## config.mk

```make
export PLATFORM = sky130hd
export DESIGN_NAME = cl_capture_ctrl_flat
export DESIGN_NICKNAME = d
export VERILOG_FILES = /design/src/rtl/cl_ctrl_pkg.sv /design/src/rtl/cl_capture_ctrl_if.sv /design/src/rtl/cl_line_counter.sv /design/src/rtl/cl_capture_ctrl.sv /design/src/flat_wrapper.sv
export SDC_FILE = /design/constraint.sdc
export NUM_CORES = 1
export LEC_CHECK = 0
export ABC_AREA = 1
export BUFFER_PORTS_ARGS = -buffer_cell sky130_fd_sc_hd__buf_2
export CORE_AREA = 3 3 109 111
export CTS_BUF_LIST = sky130_fd_sc_hd__clkbuf_8
export DETAILED_ROUTE_END_ITERATION = 10
export DIE_AREA = 0 0 112 114
export PLACE_DENSITY = 0.78
export REMOVE_ABC_BUFFERS = 1
export SYNTH_ARGS = -nofsm -noshare
export SYNTH_HDL_FRONTEND = slang
export SYNTH_SLANG_ARGS = --single-unit
```

## constraint.sdc

```tcl
create_clock -name rxclk_div -period 4.1 [get_ports rxclk_div]
set_input_delay 0.615 -clock rxclk_div [delete_from_list [all_inputs] [get_ports rxclk_div]]
set_output_delay 0.615 -clock rxclk_div [all_outputs]
set_load 0.05 [all_outputs]
```

## src/rtl/cl_ctrl_pkg.sv

```systemverilog
// cl_ctrl_pkg: state encoding and default widths shared by the capture controller files.
package cl_ctrl_pkg;
  localparam int CNT_W_DEF = 16;
  localparam int SKIP_W_DEF = 4;
  localparam int ST_W = 3;
  typedef enum logic [ST_W-1:0] {
    IDLE      = 3'd0,
    WAIT_FEND = 3'd1,
    ARMED     = 3'd2,
    CAPTURE   = 3'd3,
    SKIP      = 3'd4,
    DRAIN     = 3'd5
  } cl_state_e;
endpackage

```

## src/rtl/cl_capture_ctrl_if.sv

```systemverilog
// cl_capture_ctrl_if: camera timing strobes plus the pixel FIFO write-side handshake.
interface cl_capture_ctrl_if;
  logic fval;
  logic lval;
  logic dval;
  logic fifo_full;
  logic fifo_rst;
  logic pixel_wr_en;
  modport master (output fval, lval, dval, fifo_full, input fifo_rst, pixel_wr_en);
  modport slave (input fval, lval, dval, fifo_full, output fifo_rst, pixel_wr_en);
endinterface

```

## src/rtl/cl_line_counter.sv

```systemverilog
// cl_line_counter: fval/lval edge detection, saturating pixel/line counts and line-length check.
// Width statistics exist only when CL_FRAME_STATS_EN is defined.
module cl_line_counter
  import cl_ctrl_pkg::*;
#(
  parameter int CNT_W = CNT_W_DEF
) (
  input  logic             rxclk_div,
  input  logic             sys_rst,
  input  logic             i_fval,
  input  logic             i_lval,
  input  logic             i_dval,
  input  logic             i_pix_en,
  input  logic             i_line_en,
  input  logic [CNT_W-1:0] i_width,
  output logic             o_fval_rise,
  output logic             o_fval_fall,
  output logic             o_lval_fall,
  output logic             o_line_err,
  output logic [CNT_W-1:0] o_line_next,
  output logic [CNT_W-1:0] o_meas_width
);
  logic             r_fval_d;
  logic             r_lval_d;
  logic [CNT_W-1:0] r_pix_cnt;
  logic [CNT_W-1:0] r_line_cnt;
  logic [CNT_W:0]   w_pix_sum;
  logic [CNT_W-1:0] w_pix_inc;
  assign o_fval_rise = i_fval & ~r_fval_d;
  assign o_fval_fall = ~i_fval & r_fval_d;
  assign o_lval_fall = ~i_lval & r_lval_d;
  assign o_line_err  = i_line_en & o_lval_fall & (r_pix_cnt != i_width);
  // Line ending this cycle is already included, so a coincident frame end sees it.
  assign o_line_next = (i_line_en && o_lval_fall && ~&r_line_cnt) ? r_line_cnt + 1'b1 : r_line_cnt;
  assign w_pix_sum   = {1'b0, r_pix_cnt} + (CNT_W+1)'(2);
  assign w_pix_inc   = w_pix_sum[CNT_W] ? '1 : w_pix_sum[CNT_W-1:0];
  always_ff @(posedge rxclk_div or posedge sys_rst)
    if (sys_rst) begin
      r_fval_d   <= 1'b0;
      r_lval_d   <= 1'b0;
      r_pix_cnt  <= '0;
      r_line_cnt <= '0;
    end else begin
      r_fval_d   <= i_fval;
      r_lval_d   <= i_lval;
      r_line_cnt <= i_line_en ? o_line_next : '0;
      r_pix_cnt  <= (!i_pix_en || o_lval_fall) ? '0 : (i_fval & i_lval & i_dval) ? w_pix_inc : r_pix_cnt;
    end
`ifdef CL_FRAME_STATS_EN
  logic [CNT_W-1:0] r_meas_width;
  always_ff @(posedge rxclk_div or posedge sys_rst)
    if (sys_rst) r_meas_width <= '0;
    else if (i_pix_en && o_lval_fall) r_meas_width <= r_pix_cnt;
  assign o_meas_width = r_meas_width;
`else
  assign o_meas_width = '0;
`endif
endmodule

```

## src/rtl/cl_capture_ctrl.sv

```systemverilog
// cl_capture_ctrl: Camera Link frame-acceptance sequencer, FIFO reset/write control, geometry errors.
// Optional per-frame geometry statistics are built when CL_FRAME_STATS_EN is defined.
module cl_capture_ctrl
  import cl_ctrl_pkg::*;
#(
  parameter int CNT_W  = CNT_W_DEF,
  parameter int SKIP_W = SKIP_W_DEF
) (
  input  logic                 rxclk_div,
  input  logic                 sys_rst,
  cl_capture_ctrl_if.slave     cam,
  input  logic                 locked,
  input  logic                 cfg_enable,
  input  logic                 dma_idle,
  input  logic                 dma_done,
  input  logic                 camera_sel,
  input  logic [CNT_W-1:0]     cfg_line_width,
  input  logic [CNT_W-1:0]     cfg_frame_height,
  input  logic [SKIP_W-1:0]    cfg_skip,
  input  logic                 err_clr,
  output logic                 frame_active,
  output logic                 frame_start,
  output logic                 frame_end,
  output logic [CNT_W-1:0]     frame_cnt,
  output logic [CNT_W-1:0]     drop_cnt,
  output logic                 err_line_len,
  output logic                 err_height,
  output logic                 err_overflow,
  output logic [ST_W-1:0]      state_o,
  output logic [CNT_W-1:0]     meas_line_width,
  output logic [CNT_W-1:0]     meas_frame_height
);
  cl_state_e         r_state;
  logic [SKIP_W-1:0] r_skip_cnt;
  logic [CNT_W-1:0]  r_width;
  logic [CNT_W-1:0]  r_height;
  logic              w_run, w_elig, w_cap, w_pix_en, w_wr_try, w_line_err, w_h_err;
  logic              w_fval_rise, w_fval_fall, w_lval_fall, w_line_err_raw;
  logic [CNT_W-1:0]  w_line_next;
  assign w_run      = locked & cfg_enable;
  assign w_elig     = dma_idle & camera_sel;
  assign w_cap      = r_state == CAPTURE;
  assign w_wr_try   = w_run & w_cap & cam.fval & cam.lval & cam.dval;
  assign w_line_err = w_run & w_line_err_raw;
  assign w_h_err    = w_run & w_cap & w_fval_fall & (w_line_next != r_height);
  assign state_o    = r_state;
  cl_line_counter #(.CNT_W(CNT_W)) u_line (
    .rxclk_div   (rxclk_div),
    .sys_rst     (sys_rst),
    .i_fval      (cam.fval),
    .i_lval      (cam.lval),
    .i_dval      (cam.dval),
    .i_pix_en    (w_pix_en),
    .i_line_en   (w_cap),
    .i_width     (r_width),
    .o_fval_rise (w_fval_rise),
    .o_fval_fall (w_fval_fall),
    .o_lval_fall (w_lval_fall),
    .o_line_err  (w_line_err_raw),
    .o_line_next (w_line_next),
    .o_meas_width(meas_line_width)
  );
  always_ff @(posedge rxclk_div or posedge sys_rst)
    if (sys_rst) begin
      r_state          <= IDLE;
      cam.fifo_rst     <= 1'b1;
      cam.pixel_wr_en  <= 1'b0;
      frame_active     <= 1'b0;
      frame_start      <= 1'b0;
      frame_end        <= 1'b0;
      frame_cnt        <= '0;
      drop_cnt         <= '0;
      err_line_len     <= 1'b0;
      err_height       <= 1'b0;
      err_overflow     <= 1'b0;
      r_skip_cnt       <= '0;
      r_width          <= '0;
      r_height         <= '0;
    end else begin
      cam.pixel_wr_en <= w_wr_try & ~cam.fifo_full;
      frame_start     <= 1'b0;
      frame_end       <= 1'b0;
      err_line_len    <= (err_line_len & ~err_clr) | w_line_err;
      err_height      <= (err_height & ~err_clr) | w_h_err;
      err_overflow    <= (err_overflow & ~err_clr) | (w_wr_try & cam.fifo_full);
      if (!w_run) begin
        r_state      <= IDLE;
        cam.fifo_rst <= 1'b1;
        frame_active <= 1'b0;
      end else begin
        case (r_state)
          IDLE: r_state <= WAIT_FEND;
          WAIT_FEND: if (!cam.fval) begin
            r_state      <= ARMED;
            cam.fifo_rst <= 1'b0;
          end
          ARMED: if (w_fval_rise) begin
            if (w_elig && r_skip_cnt == '0) begin
              r_state      <= CAPTURE;
              frame_active <= 1'b1;
              frame_start  <= 1'b1;
              r_skip_cnt   <= cfg_skip;
              r_width      <= cfg_line_width;
              r_height     <= cfg_frame_height;
            end else begin
              r_state <= SKIP;
              if (w_elig) r_skip_cnt <= r_skip_cnt - 1'b1;
              else drop_cnt <= drop_cnt + CNT_W'(~&drop_cnt);
            end
          end
          SKIP: if (!cam.fval) r_state <= ARMED;
          CAPTURE: if (w_fval_fall) begin
            r_state   <= DRAIN;
            frame_end <= 1'b1;
            frame_cnt <= frame_cnt + 1'b1;
          end
          DRAIN: begin
            if (dma_done) begin
              r_state      <= WAIT_FEND;
              cam.fifo_rst <= 1'b1;
              frame_active <= 1'b0;
            end
            if (w_fval_rise) drop_cnt <= drop_cnt + CNT_W'(~&drop_cnt);
          end
          default: begin
            r_state      <= IDLE;
            cam.fifo_rst <= 1'b1;
            frame_active <= 1'b0;
          end
        endcase
      end
    end
`ifdef CL_FRAME_STATS_EN
  logic [CNT_W-1:0] r_skip_lines;
  logic [CNT_W-1:0] r_meas_h;
  logic [CNT_W-1:0] w_skip_next;
  // Skipped frames keep their own line count so capture geometry checks stay untouched.
  assign w_pix_en          = w_cap | (r_state == SKIP);
  assign w_skip_next       = (w_lval_fall && ~&r_skip_lines) ? r_skip_lines + 1'b1 : r_skip_lines;
  assign meas_frame_height = r_meas_h;
  always_ff @(posedge rxclk_div or posedge sys_rst)
    if (sys_rst) begin
      r_skip_lines <= '0;
      r_meas_h     <= '0;
    end else begin
      r_skip_lines <= (r_state == SKIP) ? w_skip_next : '0;
      if (w_fval_fall && w_cap) r_meas_h <= w_line_next;
      else if (w_fval_fall && r_state == SKIP) r_meas_h <= w_skip_next;
    end
`else
  logic w_unused;
  assign w_pix_en          = w_cap;
  assign meas_frame_height = '0;
  assign w_unused          = w_lval_fall;
`endif
endmodule

```

## src/flat_wrapper.sv

```systemverilog
// flat-port wrapper written by rule: the top's interface ports become plain ports
module cl_capture_ctrl_flat import cl_ctrl_pkg::*;
#(
  parameter int CNT_W  = CNT_W_DEF,
  parameter int SKIP_W = SKIP_W_DEF
)
  (rxclk_div, sys_rst, locked, cfg_enable, dma_idle, dma_done, camera_sel, cfg_line_width, cfg_frame_height, cfg_skip, err_clr, frame_active, frame_start, frame_end, frame_cnt, drop_cnt, err_line_len, err_height, err_overflow, state_o, meas_line_width, meas_frame_height, cam_fval, cam_lval, cam_dval, cam_fifo_full, cam_fifo_rst, cam_pixel_wr_en);
  cl_capture_ctrl_if cam_i ();
  input  logic rxclk_div;
  input  logic sys_rst;
  input  logic locked;
  input  logic cfg_enable;
  input  logic dma_idle;
  input  logic dma_done;
  input  logic camera_sel;
  input  logic [CNT_W-1:0] cfg_line_width;
  input  logic [CNT_W-1:0] cfg_frame_height;
  input  logic [SKIP_W-1:0] cfg_skip;
  input  logic err_clr;
  output logic frame_active;
  output logic frame_start;
  output logic frame_end;
  output logic [CNT_W-1:0] frame_cnt;
  output logic [CNT_W-1:0] drop_cnt;
  output logic err_line_len;
  output logic err_height;
  output logic err_overflow;
  output logic [ST_W-1:0] state_o;
  output logic [CNT_W-1:0] meas_line_width;
  output logic [CNT_W-1:0] meas_frame_height;
  input wire logic [$bits(cam_i.fval)-1:0] cam_fval;
  input wire logic [$bits(cam_i.lval)-1:0] cam_lval;
  input wire logic [$bits(cam_i.dval)-1:0] cam_dval;
  input wire logic [$bits(cam_i.fifo_full)-1:0] cam_fifo_full;
  output wire logic [$bits(cam_i.fifo_rst)-1:0] cam_fifo_rst;
  output wire logic [$bits(cam_i.pixel_wr_en)-1:0] cam_pixel_wr_en;
  assign cam_i.fval = cam_fval;
  assign cam_i.lval = cam_lval;
  assign cam_i.dval = cam_dval;
  assign cam_i.fifo_full = cam_fifo_full;
  assign cam_fifo_rst = cam_i.fifo_rst;
  assign cam_pixel_wr_en = cam_i.pixel_wr_en;
  cl_capture_ctrl #(.CNT_W(CNT_W), .SKIP_W(SKIP_W)) u_core (.rxclk_div(rxclk_div), .sys_rst(sys_rst), .cam(cam_i), .locked(locked), .cfg_enable(cfg_enable), .dma_idle(dma_idle), .dma_done(dma_done), .camera_sel(camera_sel), .cfg_line_width(cfg_line_width), .cfg_frame_height(cfg_frame_height), .cfg_skip(cfg_skip), .err_clr(err_clr), .frame_active(frame_active), .frame_start(frame_start), .frame_end(frame_end), .frame_cnt(frame_cnt), .drop_cnt(drop_cnt), .err_line_len(err_line_len), .err_height(err_height), .err_overflow(err_overflow), .state_o(state_o), .meas_line_width(meas_line_width), .meas_frame_height(meas_frame_height));
endmodule
```

After elaboration in Yosys (flattened, before gate mapping)

Index checks and enable logic that the tools add are counted.

Output and inout bits: 75
Register bits: 113
Word-level logic and storage cells: 130

Bitwise gates (word level): 29
Multiplexer cells: 35
$add $sub $neg: 5
Reduce and logical (&&, ||, !) cells: 24
Equality and inequality tests: 19

Operators by type and width:

| operator                | count |
|---|---|
| $mux W16                | 9 |
| $add A16 B1 Y16 const B | 2 |
| $ne A16 B16 Y1          | 2 |
| $pmux W16 S2            | 1 |
| $reduce_and A16 Y1      | 2 |
| $and A1 B1 Y1           | 21 |
| $mux W3                 | 6 |
| $ne A3 B3 Y1 const B    | 6 |
| $add A16 B2 Y17 const B | 1 |
| $add A16 B1 Y16         | 1 |
| $reduce_and A4 Y1       | 4 |
| $pmux W3 S5             | 1 |
| $mux W1                 | 14 |
| $ne A2 B2 Y1 const B    | 6 |
| $mux W4                 | 2 |
| $reduce_or A4 Y1        | 2 |
| $eq A3 B2 Y1 const B    | 2 |
| $eq A3 B3 Y1 const B    | 2 |
| $pmux W1 S3             | 2 |
| $reduce_and A3 Y1       | 2 |
| $reduce_and A6 Y1       | 1 |
| $reduce_bool A2 Y1      | 3 |
| $not A1 Y1              | 5 |
| $logic_not A4 Y1        | 1 |
| 8 further kinds         | 14 |

Longest topological paths before layout

Depth in word-level cells: 8
Gate-level depth with buffers: 18

Hierarchy

From an unflattened synthesis, not the netlist that was laid out.

Cell total of the unflattened synthesis: 966
Area total of the unflattened synthesis: 6976.7 um^2

By module, submodules not included:

| module          | instances | sequential area each (um^2) | area an instance (um^2) | cells each |
|---|---|---|---|---|
| cl_capture_ctrl | 1         | 1978.1                      | 4349.2                  | 592 |
| cl_line_counter | 1         | 850.8                       | 2627.5                  | 374 |

Least setup slack after synthesis

Ideal clock, no wire load.

Kind: register to register
Start point: register u_core.drop_cnt[4]
End point: register u_core.drop_cnt[15]
Data required time: 3.974 ns
Path buffers: 0
Stages on the path, launching flop included: 13
Clock period less this slack: 2.265 ns
Arrival: 2.139 ns
Path slack: 1.835 ns
Setup time: 0.126 ns
Cells stage by stage: dfrtp_1 -> nand2_1 -> nor4_1 -> nand4_1 -> ha_1 -> nand3_1 -> nor2_1 -> nand3_1 -> nor2_4 -> nand3_1 -> nor2_2 -> nand4_1 -> xor2_1

Longest elaborated chain between the ends: 7
Elaborated cells between the ends (all ways): 8
Classes of those cells: add/sub (1); mux (5); reduce/logical (2)

RTL lines:

| item                   | line                                           | source |
|---|---|---|
| from (decl)            | cl_capture_ctrl.sv:25                          | `output logic [CNT_W-1:0] drop_cnt,` |
| from (signal assigned) | cl_capture_ctrl.sv:108                         | `else drop_cnt <= drop_cnt + CNT_W'(~&drop_cnt);` |
| from (signal assigned) | cl_capture_ctrl.sv:123                         | `if (w_fval_rise) drop_cnt <= drop_cnt + CNT_W'(~&drop_cnt);` |
| $reduce_and A16 Y1     | cl_capture_ctrl.sv:108, cl_capture_ctrl.sv:123 |  |
| $logic_not A1 Y1       | cl_capture_ctrl.sv:108, cl_capture_ctrl.sv:123 |  |
| $add A16 B1 Y16 (*)    | cl_capture_ctrl.sv:108, cl_capture_ctrl.sv:123 |  |
| $mux W16               | cl_capture_ctrl.sv:107                         | `if (w_elig) r_skip_cnt <= r_skip_cnt - 1'b1;` |
| $mux W16               | cl_capture_ctrl.sv:98                          | `if (w_elig && r_skip_cnt == '0) begin` |
| $mux W16               | cl_capture_ctrl.sv:97                          | `ARMED: if (w_fval_rise) begin` |
| $pmux W16 S2 (*)       | cl_capture_ctrl.sv:91                          | `case (r_state)` |

Every way passes the cells marked *; elsewhere a longest branch is shown, timed or not. The select of a mux whose other input is x is not followed.
A chain may end at the register's enable or synchronous reset.

Final worst setup path

Start point: register u_core.r_state[2] (netlist: u_core.state_o[2])
End point: register u_core.err_height

Longest elaborated chain between the ends: 7
Elaborated cells between the ends (all ways): 9
Classes of those cells: eq/ne (2); mux (1); bitwise (4); reduce/logical (2)

RTL lines:

| item                             | line                  | source |
|---|---|---|
| from (decl)                      | cl_capture_ctrl.sv:33 | `cl_state_e r_state;` |
| from (signal assigned)           | cl_capture_ctrl.sv:65 | `r_state <= IDLE;` |
| from (signal assigned)           | cl_capture_ctrl.sv:87 | `r_state <= IDLE;` |
| from (signal assigned)           | cl_capture_ctrl.sv:92 | `IDLE: r_state <= WAIT_FEND;` |
| $eq A3 B2 Y1 (*)                 | cl_capture_ctrl.sv:42 | `assign w_cap = r_state == CAPTURE;` |
| $logic_and A1 B1 Y1 (2 in a row) | cl_line_counter.sv:34 | `assign o_line_next = (i_line_en && o_lval_fall && ~&r_line_cnt) ? r_line_cnt + 1'b1 : r_line_cnt;` |
| $mux W16                         | cl_line_counter.sv:34 |  |
| $ne A16 B16 Y1                   | cl_capture_ctrl.sv:45 | `assign w_h_err = w_run & w_cap & w_fval_fall & (w_line_next != r_height);` |
| $and A1 B1 Y1 (*)                | cl_capture_ctrl.sv:45 |  |
| $or A1 B1 Y1 (*)                 | cl_capture_ctrl.sv:84 | `err_height <= (err_height & ~err_clr) \| w_h_err;` |
| to (signal assigned)             | cl_capture_ctrl.sv:84 |  |
| to (decl)                        | cl_capture_ctrl.sv:27 | `output logic err_height,` |

Every way passes the cells marked *; elsewhere a longest branch is shown, timed or not.

==> impl_results.md <==
- Share of cells above drive strength 1: 17.0%
- Routability cong.: 0.933
- Crit path max fanout: 21
- Clock transition at path regs: 0.08 ns
- Layout Cells excl Fill: 1072
- Core footprint: 0.0109 sq mm
- Synth Area per Inst: 7.77 sq um
- Synth Cell Area: 0.00636 sq mm
- Initial antenna violation count: 0
- Tmin final: 2.55 ns
- Final period util: 62.3%
- Seq/Total Area, Yosys: 44.5%
- Pleak: 3.81 nW
- Least-Margin Pin Slew: 0.802 ns
- Top achievable clock speed: 392 MHz
- Setup tns final: 0 ns
- Post-cts resize count: 0
- Grt total ovfl: 0
- MaxCap Viol Count: 0
- Worst EP required: 4.43 ns
- Critical Path AT: 2.88 ns
- Setup CP Type: register to register
- Synth area leaders: dfrtp_1, nand2_1, inv_1, xor2_1, nand3_1
- Area delta synth->final: 13.3%
- Setup Viol. Count Final: 0
- Row count: 38
- Final hold viol count: 0
- Deepest clock path buffer count: 2
- Detail Route Antenna Nets: 0
- # diodes: 0
- Nets: 974
- Critical Path Most Common Cell: nand2_1
- Slew HR: 46.4%
- RSZ-0062 raised after global routing: no
- Synth top area share: 44.1%
- Peak supply drop: 0.000248 V
- Clock sinks: 113
- Startpoint class of the critical path: register
- GRT Overall Usage: 21.8%
- Critical path endpoint category: register
- Num CTS Buffers: 17
- Final WL: 13400 um
- I/O Pins: 123
- Die X: 112 um
- First-pass DRT Iterations: 6
- Worst-Skew Late Latency: 0.43 ns
- DRC: 0
- Largest net degree at the start of global routing: 64
- Syn Inst Count: 818
- Via count: 5350
- Max incr delay on CP: 0.43 ns
- Vias in the first global route: 4967
- H-tree depth: 4
- Setup Buffers After CTS: 0
- Slew Viols, Final: 0
- Clk root buf: clkbuf_8
- Initial core utilization: 58.4%
- First-pass GRT wire length: 22700 um
- DR WL/cell: 12.5 um
- Crit-path slowest cell: nor2_2
- Placed Cells: 1040
- Total power draw: 0.00233 W
- Vias per inst: 4.99
- Cell taking the most area after synthesis: dfrtp_1
- Count of different cell masters after synthesis: 42
- Seq cells post-synth: 113
- Syn. warnings: 0
- HP Class: input port to asynchronous set/reset pin
- # hold bufs at CTS: 0
- Die area: 0.0128 sq mm
- CTS tree: done
- Initial detailed-routing violation count: 358
- Power Density: 324 mW/mm^2
- Setup Skew: 0.0100 ns
- Dpl hpwl: 10200 um
- Chip height: 114 um
- Status: finished, final reports clean
- IO Port Bufs: 90
- Worst path cell trace: inv_1, nand3_4, nor2_8, inv_2, nor2_2, nand2_1, nand3_1, nand2_1, nor2_1, nand2_1, nor2_1, nand2_1, nand2_1, nand2_1
-- Yosys cell counts --
master / instances
nor3_2: 1
and2_4: 1
clkinv_1: 1
dfrtp_1: 112
nor2_1: 66
nand3_4: 1
xor2_1: 36
o211ai_1: 6
clkbuf_1: 4
nor2_4: 5
a31oi_1: 1
a32o_1: 1
inv_1: 99
xnor2_1: 14
nand3_2: 2
o221ai_1: 1
buf_2: 3
and3_1: 1
nor4_1: 6
a21boi_0: 1
ha_1: 7
dfstp_2: 1
nand2_2: 6
nand4_1: 12
nand2_1: 244
a41oi_1: 1
conb_1: 1
nor3b_1: 1
nor3_4: 1
nand2_4: 1
nand3_1: 57
o311ai_0: 1
buf_4: 33
nor3_1: 7
inv_2: 3
nor2_8: 1
o22ai_1: 6
a221oi_1: 2
buf_6: 2
o21ai_0: 48
a21oi_1: 12
nor2_2: 9
-- layer usage --
metal	vias up	routed length (um)	track usage (%)
met3	18	605	4.67
met5	-	0	0
li1	2740	-	-
met2	117	6570	37.6
met4	0	207	6.33
met1	2475	6040	28.0
-- cell families (layout without fill, tap and decap cells) --
kind of cell | Yosys count | in the layout | share of synthesized area, %
adder cells (fa/ha/maj) | 7 | 7 | 1.38
AO/OA/AOI/OAI | 80 | 80 | 7.08
XOR/XNOR | 50 | 50 | 6.89
other | 1 | 32 | 0.0590
AND/OR/NAND/NOR | 422 | 422 | 29.3
buffers and inverters | 145 | 228 | 10.8
flip-flops | 113 | 113 | 44.5
-- worst max-delay path, delay by kind of cell (launching register included) --
kind                   cells  cell delay, ns
and+or+nand+nor           12            1.80
DFF                        1            0.42
buffers and inverters      2            0.21
-- final timing paths --
check | endpoint | depth (start not counted) | start | slack [ns]
min | u_core.drop_cnt[9] | 2 | sys_rst | 0.30
min reg2reg | u_core.frame_cnt[15] | 1 | u_core.frame_cnt[15] | 0.47
max | u_core.err_height | 14 | u_core.state_o[2] | 1.55
min in group rxclk_div | u_core.u_line.r_lval_d | 1 | cam_lval | 0.33
max in group asynchronous | u_core.cam.fifo_rst | 3 | sys_rst | 2.92
max reg2reg | u_core.err_height | 14 | u_core.state_o[2] | 1.55
-- registers in the layout (all words and copies together) (netlist names), 3 cells and up --
register,count
u_core.drop_cnt,16
u_core.frame_cnt,16
u_core.r_height,16
u_core.r_skip_cnt,4
u_core.r_width,16
u_core.state_o,3
u_core.u_line.r_line_cnt,16
u_core.u_line.r_pix_cnt,16
-- cells in the final DEF, fill, tap and decap left out, types with 3 or more instances in the layout --
cell type / instances
nand2_2: 6
nor3_1: 7
nor4_1: 6
inv_2: 3
inv_6: 4
nand3_1: 57
nand2_1: 244
o211ai_1: 6
nor2_1: 65
conb_1: 32
clkinvlp_4: 6
xor2_1: 36
o21ai_0: 48
buf_4: 3
nand4_1: 12
clkbuf_8: 17
nor2_4: 6
buf_2: 90
dfrtp_1: 112
a21oi_1: 12
nor2_2: 9
o22ai_1: 6
inv_1: 99
xnor2_1: 14
ha_1: 7
-- where the power goes --
part	internal [W]	switching, W
sequential	0.00113	0.0000160
clock	0.000482	0.000490
combinational	0.0000449	0.000170
-- stage by stage --
stage | util [%] | setup WS [ns] | area, sq um | hold slack [ns]
floorplan | - | 0.499 | 6180 | 0.461
global placement | 62.8 | 1.52 | 6830 | 0.459
detailed placement | 62.8 | 1.45 | 6830 | 0.465
CTS | 66.2 | 1.54 | 7200 | 0.316
global route | 66.2 | 1.31 | 7200 | 0.315
finish | 66.2 | 1.55 | 7200 | 0.300
-- layout make-up --
type | count | area (sq um)
Clock buffer | 17 | 234
Clock inverter | 15 | 136
Fill cell | 980 | 3680
Inverter | 103 | 389
Multi-Input combinational cell | 591 | 2970
Sequential cell | 113 | 2830
Tap cell | 140 | 175
Timing Repair Buffer | 93 | 473
Power figures use the tool's default switching activity.
